==> config.mk <==
export PLATFORM = sky130hd
export DESIGN_NAME = fp_norm_shift_pipe
export DESIGN_NICKNAME = d
export VERILOG_FILES = /design/src/rtl/fp_norm_shift_pipe.sv
export SDC_FILE = /design/constraint.sdc
export NUM_CORES = 1
export LEC_CHECK = 0
export ABC_AREA = 0
export CORE_MARGIN = 5
export CORE_UTILIZATION = 46
export DETAILED_ROUTE_END_ITERATION = 8
export DONT_BUFFER_PORTS = 1
export HOLD_SLACK_MARGIN = 0.06
export PLACE_DENSITY = 0.69
export SETUP_SLACK_MARGIN = 0.2
export SLEW_MARGIN = 20
export SYNTH_ARGS = -nofsm -noshare
export SYNTH_HDL_FRONTEND = slang
export SYNTH_SLANG_ARGS = --single-unit
export TNS_END_PERCENT = 30
==> constraint.sdc <==
create_clock -name clk -period 3.15 [get_ports clk]
set_input_delay 0.63 -clock clk [delete_from_list [all_inputs] [get_ports clk]]
set_output_delay 0.63 -clock clk [all_outputs]
set_load 0.01 [all_outputs]
==> src/rtl/fp_norm_shift_pipe.sv <==
// rtl/fp_norm_shift_pipe.sv - two-stage normalize/carry-correct stage of the FP add/sub datapath
// Optional FP_NORM_SKID_EN: registered in_ready with a one-entry skid buffer ahead of S1.
module fp_norm_shift_pipe #(
  parameter int MANT_W = 23,
  parameter int EXP_W = 8,
  parameter int SHIFT_W = 5,
  localparam int SUM_W = MANT_W + 3
) (
  input  logic               clk,
  input  logic               rst,
  input  logic               in_valid,
  output logic               in_ready,
  input  logic [SUM_W-1:0]   ps_sum,
  input  logic               g,
  input  logic               ps,
  input  logic [EXP_W-1:0]   c_exp,
  input  logic [SHIFT_W-1:0] shift,
  output logic               out_valid,
  input  logic               out_ready,
  output logic [MANT_W-1:0]  norm_m,
  output logic [EXP_W:0]     norm_e,
  output logic               zero_sum,
  output logic               neg_e,
  output logic               ovf_e,
  output logic               r,
  output logic               s
);

  localparam logic [EXP_W:0] OVF_LIM = {1'b0, {EXP_W{1'b1}}};

  logic               v1;
  logic [SUM_W-1:0]   s1_sum;
  logic               s1_g;
  logic               s1_ps;
  logic [EXP_W-1:0]   s1_exp;
  logic [SHIFT_W-1:0] s1_shift;

  logic s2_load;
  logic s1_load;
  logic accept;

  logic               src_valid;
  logic [SUM_W-1:0]   src_sum;
  logic               src_g;
  logic               src_ps;
  logic [EXP_W-1:0]   src_exp;
  logic [SHIFT_W-1:0] src_shift;

  assign s2_load = ~out_valid | out_ready;
  assign s1_load = ~v1 | s2_load;

`ifdef FP_NORM_SKID_EN
  logic               sk_v;
  logic [SUM_W-1:0]   sk_sum;
  logic               sk_g;
  logic               sk_ps;
  logic [EXP_W-1:0]   sk_exp;
  logic [SHIFT_W-1:0] sk_shift;

  // Ready is low exactly while the skid holds a beat, so a full skid never sees a new accept.
  assign in_ready  = ~sk_v;
  assign accept    = in_valid & in_ready;
  assign src_valid = sk_v | accept;
  assign src_sum   = sk_v ? sk_sum   : ps_sum;
  assign src_g     = sk_v ? sk_g     : g;
  assign src_ps    = sk_v ? sk_ps    : ps;
  assign src_exp   = sk_v ? sk_exp   : c_exp;
  assign src_shift = sk_v ? sk_shift : shift;

  always_ff @(posedge clk) begin
    if (rst) begin
      sk_v     <= 1'b0;
      sk_sum   <= '0;
      sk_g     <= 1'b0;
      sk_ps    <= 1'b0;
      sk_exp   <= '0;
      sk_shift <= '0;
    end else if (s1_load) begin
      sk_v <= 1'b0;
    end else if (accept) begin
      sk_v     <= 1'b1;
      sk_sum   <= ps_sum;
      sk_g     <= g;
      sk_ps    <= ps;
      sk_exp   <= c_exp;
      sk_shift <= shift;
    end
  end
`else
  assign in_ready  = s1_load;
  assign accept    = in_valid & in_ready;
  assign src_valid = accept;
  assign src_sum   = ps_sum;
  assign src_g     = g;
  assign src_ps    = ps;
  assign src_exp   = c_exp;
  assign src_shift = shift;
`endif

  always_ff @(posedge clk) begin
    if (rst) begin
      v1       <= 1'b0;
      s1_sum   <= '0;
      s1_g     <= 1'b0;
      s1_ps    <= 1'b0;
      s1_exp   <= '0;
      s1_shift <= '0;
    end else if (s1_load) begin
      v1 <= src_valid;
      if (src_valid) begin
        s1_sum   <= src_sum;
        s1_g     <= src_g;
        s1_ps    <= src_ps;
        s1_exp   <= src_exp;
        s1_shift <= src_shift;
      end
    end
  end

  logic               carry;
  logic               zero_c;
  logic [EXP_W+1:0]   e_wide;
  logic [MANT_W-1:0]  m_c;
  logic               r_c;
  logic               s_c;
  logic               ovf_c;

  // One extra headroom bit keeps c_exp=max plus carry distinguishable from a true negative.
  assign carry  = s1_sum[SUM_W-1];
  assign zero_c = ~|s1_sum;
  assign e_wide = {2'b00, s1_exp}
                - {{(EXP_W+2-SHIFT_W){1'b0}}, s1_shift}
                + {{(EXP_W+1){1'b0}}, carry};
  assign ovf_c  = ~e_wide[EXP_W+1] & (e_wide[EXP_W:0] >= OVF_LIM);

  always_comb begin
    m_c = s1_sum[MANT_W:1];
    r_c = s1_sum[0];
    s_c = s1_g | s1_ps;
    if (carry) begin
      m_c = s1_sum[MANT_W+1:2];
      r_c = s1_sum[1];
      s_c = s1_sum[0] | s1_g | s1_ps;
    end
  end

  always_ff @(posedge clk) begin
    if (rst) begin
      out_valid <= 1'b0;
      norm_m    <= '0;
      norm_e    <= '0;
      zero_sum  <= 1'b0;
      ovf_e     <= 1'b0;
      r         <= 1'b0;
      s         <= 1'b0;
    end else if (s2_load) begin
      out_valid <= v1;
      if (v1) begin
        zero_sum <= zero_c;
        norm_m   <= zero_c ? '0 : m_c;
        norm_e   <= zero_c ? '0 : e_wide[EXP_W:0];
        ovf_e    <= ~zero_c & ovf_c;
        r        <= ~zero_c & r_c;
        s        <= ~zero_c & s_c;
      end
    end
  end

  assign neg_e = norm_e[EXP_W];

endmodule

Word-level counts from Yosys, hierarchy flattened
Index checks and enable logic that the tools add are counted.
{"block": "totals", "reg_bits": 79, "output_inout_bits": 39, "elab_cells": 38}
{"block": "op_classes", "add_sub_neg": 2, "order_cmp": 1, "n_mux": 5, "n_bitwise": 13, "n_reduce_logical": 4}
{"op": "2-to-1 mux 23 bit", "count": 2}
{"op": "OR reduction 26 bit", "count": 1}
{"op": "adder 9 x 2 -> 10 bit", "count": 1}
{"op": ">= comparator 9 x 8 -> 1 bit, second input constant", "count": 1}
{"op": "2-to-1 mux 9 bit", "count": 1}
{"op": "subtractor 8 x 5 -> 9 bit", "count": 1}
{"op": "bitwise AND 1 bit", "count": 5}
{"op": "OR 1 bit", "count": 5}
{"op": "AND reduction 2 bit", "count": 2}
{"op": "NOT 1 bit", "count": 3}
{"op": "2-to-1 mux 1 bit", "count": 2}
{"op": "logical NOT 1 bit", "count": 1}

Longest topological paths before layout
Gate-level depths: netlist of run 1.
{"block": "depth", "depth_word": 5, "ltp_mapped": 12, "depth_no_buf": 11}

Worst setup path after synthesis of run 1
OpenSTA, ideal clock, no wires.
{"block": "synth_path", "kind": "register to register", "start": "reg s1_exp[0]", "end": "reg ovf_e", "t_arrival_ps": 2147, "path_slack_ps": 934, "path_stages_with_launch": 12, "n_path_buf": 0, "period_less_slack_ps": 2216, "cell_sequence": "dfxtp_1 -> inv_1 -> ha_1 -> inv_1 -> fa_1 -> and3_1 -> nor2_2 -> xnor2_4 -> nand4_2 -> a2111oi_2 -> nand3_1 -> o21ai_1"}
{"block": "synth_via", "elab_chain_len": 5, "word_cells_on_any_way": 6, "classes_between": "2 x add/sub; 1 x order compare; 3 x bitwise"}
{"element": "from (decl)", "line": "35", "text": "logic [EXP_W-1:0] s1_exp;"}
{"element": "from (signal assigned)", "line": "114", "text": "s1_exp <= src_exp;"}
{"element": "subtractor 8 x 5 -> 9 bit *", "line": "132", "text": "- {{(EXP_W+2-SHIFT_W){1'b0}}, s1_shift}"}
{"element": "adder 9 x 2 -> 10 bit *", "line": "133", "text": "+ {{(EXP_W+1){1'b0}}, carry};"}
{"element": ">= comparator 9 x 8 -> 1 bit or NOT 1 bit (tied branches)", "line": "134", "text": "assign ovf_c = ~e_wide[EXP_W+1] & (e_wide[EXP_W:0] >= OVF_LIM);"}
{"element": "bitwise AND 1 bit *", "line": "134"}
{"element": "bitwise AND 1 bit *", "line": "162", "text": "ovf_e <= ~zero_c & ovf_c;"}
{"element": "to (signal assigned)", "line": "162"}
{"element": "to (decl)", "line": "24", "text": "output logic ovf_e,"}
Mark *: on every way between the ends. The rest lies on a longest branch, timed or not.
A chain may end at the register's enable or synchronous reset.

Worst setup path in the final report of run 1
Ends and elaborated chain as after synthesis.

==> results of run 1 <==
-- power by group --
part,switching (mW),total [mW],internal (mW)
registers,0.0697,1.13,1.06
logic,0.177,0.308,0.131
clock network,0.395,0.852,0.457
-- metal layers --
layer / up-vias / share of wire, % / track usage (%)
met5: - / 0 / 0
met4: 0 / 1.2 / 6.82
met3: 8 / 9.0 / 6.43
met2: 82 / 41 / 24.0
met1: 1303 / 48 / 24.3
li1: 1450 / - / -
-- final timing paths --
check                           cells after the start   startpoint     endpoint
worst max-delay path                               11    s1_exp[0]        ovf_e
worst min-delay path                                1          rst    s1_exp[5]
worst max register to register                     11    s1_exp[0]        ovf_e
worst min register to register                      2  s1_shift[1]  s1_shift[1]
-- worst max-delay path: stages (launching register included) --
cell	delay, ns
sky130_fd_sc_hd__dfxtp_1	0.32
sky130_fd_sc_hd__inv_1	0.07
sky130_fd_sc_hd__ha_1	0.14
sky130_fd_sc_hd__inv_1	0.05
sky130_fd_sc_hd__fa_1	0.39
sky130_fd_sc_hd__and3_1	0.18
sky130_fd_sc_hd__nor2_2	0.18
sky130_fd_sc_hd__xnor2_4	0.18
sky130_fd_sc_hd__nand4_2	0.14
sky130_fd_sc_hd__a2111oi_2	0.47
sky130_fd_sc_hd__nand3_1	0.13
sky130_fd_sc_hd__o21ai_1	0.13
-- cells in the final DEF (no fill, tap or decap), types with 3 or more instances in the layout --
master,count
sky130_fd_sc_hd__nand2_1,93
sky130_fd_sc_hd__dfxtp_1,79
sky130_fd_sc_hd__a21oi_1,49
sky130_fd_sc_hd__nor2_1,44
sky130_fd_sc_hd__a211oi_1,26
sky130_fd_sc_hd__mux2i_1,25
sky130_fd_sc_hd__clkbuf_8,9
sky130_fd_sc_hd__nor4_1,8
sky130_fd_sc_hd__ha_1,8
sky130_fd_sc_hd__inv_1,7
sky130_fd_sc_hd__xor2_1,5
sky130_fd_sc_hd__nand3b_1,4
sky130_fd_sc_hd__nand3_1,4
sky130_fd_sc_hd__nand4_1,4
sky130_fd_sc_hd__a22oi_1,4
sky130_fd_sc_hd__o21ai_0,3
sky130_fd_sc_hd__xnor2_1,3
sky130_fd_sc_hd__inv_6,3
sky130_fd_sc_hd__buf_4,3
-- logic make-up after synthesis --
kind of cell	after synthesis	share of synthesized area (%)
xor gates and xnor gates	10	3.20
DFF	79	44.4
and+or+nand+nor	175	21.4
buffers and inverters	38	4.15
AOI/OAI and AO/OA	93	16.4
adders and majority gates	9	3.37
muxes	25	7.03
-- state kept, by name, indices dropped and copies added, names as in the netlist, 5 cells and up --
register and count:
norm_e 9, s1_sum 26, s1_shift 5, s1_exp 8
norm_m 23
-- metrics by stage --
stage | worst slack [ns] | total power [mW] | instance area (sq um) | instances | util, %
4_1_cts | 0.729 | 2.31 | 3820 | 519 | 50.0
3_5_place_dp | 0.756 | 1.46 | 3600 | 503 | 47.0
3_3_place_gp | 0.866 | 1.45 | 3600 | 503 | 47.0
2_1_floorplan | 0.934 | 1.40 | 3560 | 429 | -
5_1_grt | 0.542 | 2.41 | 3850 | 520 | 50.4
6_report | 0.717 | 2.29 | 3850 | 520 | 50.4
-- layout make-up --
type                       instances  area, sq um  area share (%)
clock buffer                       9          124            3.22
clock inverter                     7          104            2.70
inverter                           7         26.3           0.682
multi-input combinational        312         1840            47.7
sequential                        79         1580            41.1
tap                              102          128            3.31
timing repair buffer               4         50.0            1.30
==> metrics.csv, run 1 <==
metric;value;unit
status;finished, final reports clean;
cts.sink_count;79;
clk_pin_slew_worst_paths;0.08;ns
htree_levels;3;
worstSkewPairLatency;0.35;ns
smallest_hold_slack;0.350;ns
core_area;7650;sq um
post-cts-setup-buffers;0;
ys_async_sr_fraction;0;%
yosysSeqAreaShare;44.4;%
final.setup.tns;0;ns
avgRoutedWirePerCell;15.9;um
dieHeight;98.0;um
crit_fanout;7;
worstHoldPathType;in2reg;
fill_cells;745;
pwr_density_cell;594;nW/um^2
postSynthNetCount;483;
cts_root_buffer;sky130_fd_sc_hd__clkbuf_8;
setup-violations-final;0;
slew_headroom;57.0;%
nets;467;
floorplan.die.width;98.0;um
drt_pass1_iterations;4;
clock_tree.buffer_depth;2;
grt_setup_unrepaired;false;
avgViaCountPerCell;5.47;
worstSetupPathType;reg2reg;
synth.cell_area;3560;sq um
finalHoldViolations;0;
initial_utilization;46.6;%
post_cts_resized;0;
clock_skew;0.00853;ns
worst-r2r-setup-slack;0.72;ns
drt_iter0_markers;128;
antenna_violating_nets_post_route;0;
ys_top_cells_by_count;sky130_fd_sc_hd__nand2_1 (93), sky130_fd_sc_hd__dfxtp_1 (79), sky130_fd_sc_hd__a21oi_1 (49), sky130_fd_sc_hd__nor2_1 (44), sky130_fd_sc_hd__a211oi_1 (26);
yosys_warnings;0;
cp.arrival;2.72;ns
synth.area.top_cells;sky130_fd_sc_hd__dfxtp_1 (44%), sky130_fd_sc_hd__nand2_1 (9.8%), sky130_fd_sc_hd__mux2i_1 (7.0%);
yosys.area.top_type;sky130_fd_sc_hd__dfxtp_1;
top_level_ports;84;
overflow;0;
place_hpwl;5890;um
fmaxAchievable;411;MHz
grt_max_degree;84;
worst-endpoint-required;3.43;ns
kind_of_end_point_of_the_critical_path;flop;
power.static_leakage;1.40;nW
gate_count_after_technology_mapping;429;
syn_avg_cell_area;8.30;sq um
syn2layout_area_growth;8.19;%
maxCapViolCount;0;
routed_wirelength;8260;um
portBuffers;0;
synthMostInstantiatedCell;sky130_fd_sc_hd__nand2_1;
timing_worst_slew_pin_value;0.645;ns
grt_pass1_wl;13500;um
period_needed;2.43;ns
route.vias.total;2843;
grtUsageTotal;17.3;%
postSynth.topFlopCell;sky130_fd_sc_hd__dfxtp_1;
synth.ff_latch_count;79;
grt_antenna_before_repair;0;
std_cell_rows;32;
drive_gt1_share;7.42;%
globalplace.congestion;0.841;
synth.top_cell.area_share;44.4;%
fin_crit_share;77.2;%
cts_hold_buffers;0;
drc;0;
peakVddDrop;0.430;mV
diodes;0;
synth_edf_count;0;
cts_made_buffers;9;
final-max-slew-violation-count;0;
tritoncts;done;
critical_path.startpoint_type;flop;
yosys.cell_types.count;45;
first_global_vias;2662;
die-area;9600;sq um
Power figures use the tool's default switching activity.
==> run 2, diff against run 1 <==
Settings changed: PLACE_DENSITY 0.69 to 0.71.
Clock period 3.15 ns to 2.1 ns, I/O delays scaled along.
==> run 2 against run 1 <==
  * Largest power group unchanged
  * First-iteration DRC count decreased by 13%
  * Routed wire length increased by 4.7%
  * Via count increased by 1.2%
  * Highest routed layer unchanged
  * Clock power increased by 33%
  * The flow now finishes with violations (setup timing)
  * Worst hold slack got worse by 0.22 ns
  * Sequential power increased by 50%
  * Sequential cell count unchanged
  * Total power increased by 49%
==> metrics.csv, run 2 (synthesis gave the netlist of run 1 again) <==
metric;value;unit
status;finished with violations;
violations;setup timing;
clock_skew;0.00765;ns
total_power;3.42;mW
period_needed;2.31;ns
htree_levels;3;
sw_frac_of_total;28.5;%
clock_tree.buffer_depth;2;
cp.arrival;2.59;ns
cts_root_buffer;sky130_fd_sc_hd__clkbuf_8;
avgViaCountPerCell;5.39;
finalHoldViolations;0;
power.combinational.fraction;17.4;%
slew_headroom;67.5;%
peakVddDrop;0.391;mV
worstHoldPathType;in2reg;
pwr_density_cell;828;nW/um^2
grtUsageTotal;17.9;%
power.static_leakage;1.49;nW
maxCapViolCount;0;
crit-reg2reg-capture;ovf_e;
layout_top_registers;s1_sum: 26 flops, norm_m: 23 flops, norm_e: 9 flops;
critical_path.reg2reg.startpoint;s1_exp[0];
globalplace.congestion;0.898;
portBuffers;0;
overflow;0;
crit_fanout;3;
fin_crit_share;110;%
drc;0;
worstSetupPathType;reg2reg;
hold_depth;1;
cts_made_buffers;9;
timing.final.ws_setup;-0.205;ns
most_used_cells_in_the_layout_excluding_fill_and_tap_cells;sky130_fd_sc_hd__nand2_1 (93), sky130_fd_sc_hd__dfxtp_1 (77), sky130_fd_sc_hd__a21oi_1 (49);
avgRoutedWirePerCell;16.2;um
first_global_vias;2764;
internal-power;2.44;mW
worstHoldEndpoint;norm_e[2];
power.net_switching;0.972;mW
antenna_violating_nets_post_route;0;
cts.sink_count;79;
tritoncts;done;
layout.cells.most_common;sky130_fd_sc_hd__nand2_1;
timing_worst_slew_pin_value;0.484;ns
final-max-slew-violation-count;0;
worstSkewPairLatency;0.35;ns
floorplan.die.width;98.0;um
diodes;0;
routed_wirelength;8650;um
largest_reg_flops;26;
drive_gt1_share;16.0;%
route.vias.total;2877;
dieHeight;98.0;um
die-area;9600;sq um
worst-endpoint-required;2.38;ns
final.setup.tns;-0.521;ns
clk_pin_slew_worst_paths;0.08;ns
top_level_ports;84;
grt_setup_unrepaired;true;
registers.top_by_ff_count;s1_sum;
grt_pass1_wl;13900;um
critical_path.startpoint_type;flop;
initial_utilization;46.6;%
setup-violations-final;5;
std_cell_rows;32;
core_area;7650;sq um
grt_antenna_before_repair;0;
nets;482;
power.share.clock;32.9;%
drt_iter0_markers;112;
drt_pass1_iterations;4;
cts_hold_buffers;0;
syn2layout_area_growth;15.9;%
worst-r2r-setup-slack;-0.21;ns
place_hpwl;6070;um
timing.hold.worst.start;rst;
fmaxAchievable;434;MHz
timing.reg2reg.worst_path_depth;10;
grt_max_degree;84;
kind_of_end_point_of_the_critical_path;flop;
p_seq_share;49.6;%
## run 2: cell types whose count changed in the layout (fill, tap and decap cells not counted), moves of 3 or more
cell / change
sky130_fd_sc_hd__buf_4: +11
sky130_fd_sc_hd__buf_6: +3
sky130_fd_sc_hd__ha_1: -5
sky130_fd_sc_hd__ha_4: +4
sky130_fd_sc_hd__inv_6: -3
## run 2: per-layer routing
layer	routed length, um	track usage [%]
met4	174	7.88
met1	3830	23.2
met5	0	0
met3	775	6.71
met2	3880	26.6
## run 2: critical path, stage by stage (launching register included)
cell	delay, ns
sky130_fd_sc_hd__dfxtp_2	0.33
sky130_fd_sc_hd__inv_2	0.07
sky130_fd_sc_hd__ha_4	0.13
sky130_fd_sc_hd__inv_2	0.03
sky130_fd_sc_hd__fa_2	0.35
sky130_fd_sc_hd__xor2_1	0.32
sky130_fd_sc_hd__and3_4	0.27
sky130_fd_sc_hd__nand4_4	0.11
sky130_fd_sc_hd__a2111oi_4	0.40
sky130_fd_sc_hd__nand3_1	0.12
sky130_fd_sc_hd__o21ai_1	0.12
## run 2: power by group through the flow
stage	combinational [mW]	sequential, mW	clock [mW]
after floorplan	0.420	1.70	0
after global placement	0.504	1.72	0
after detailed placement	0.523	1.73	0
after CTS	0.533	1.69	1.14
after global routing	0.663	1.71	1.22
final	0.596	1.70	1.13
## run 2: how the worst max path moves through the flow
stage	slack, ns	end	cells past startpoint	from
after floorplan	0.03	norm_e[6]	11	s1_exp[0]
after global placement	0.01	ovf_e	11	s1_exp[0]
after detailed placement	-0.07	ovf_e	10	s1_exp[0]
after CTS	-0.08	ovf_e	11	s1_exp[0]
after global routing	-0.34	ovf_e	10	s1_exp[0]
final	-0.21	ovf_e	10	s1_exp[0]
## run 2: final cells by class
class | count | area (sq um)
Inverter | 7 | 26.3
Sequential cell | 79 | 1580
Clock inverter | 5 | 58.8
Clock buffer | 10 | 138
Timing Repair Buffer | 19 | 179
Multi-Input combinational cell | 312 | 2010
Tap cell | 102 | 128
Fill cell | 717 | 3520
## run 2: what timing repair did
action	CTS	global route
resized for setup	4	26
pin swaps	0	9
hold endpoints to repair	0	0
buffers inserted	0	2
gates cloned	0	0
setup endpoints to repair	8	10
## run 2: through the flow
stage	std cells	utilization (%)	hold slack, ns	setup slack (ns)	area (sq um)
2_1_floorplan	429	-	0.436	0.0303	3610
5_1_grt	534	54.0	0.118	-0.343	4130
6_report	534	54.0	0.128	-0.205	4130
3_5_place_dp	517	49.2	0.444	-0.0719	3760
4_1_cts	532	52.1	0.125	-0.0830	3990
3_3_place_gp	517	49.2	0.440	0.00974	3760
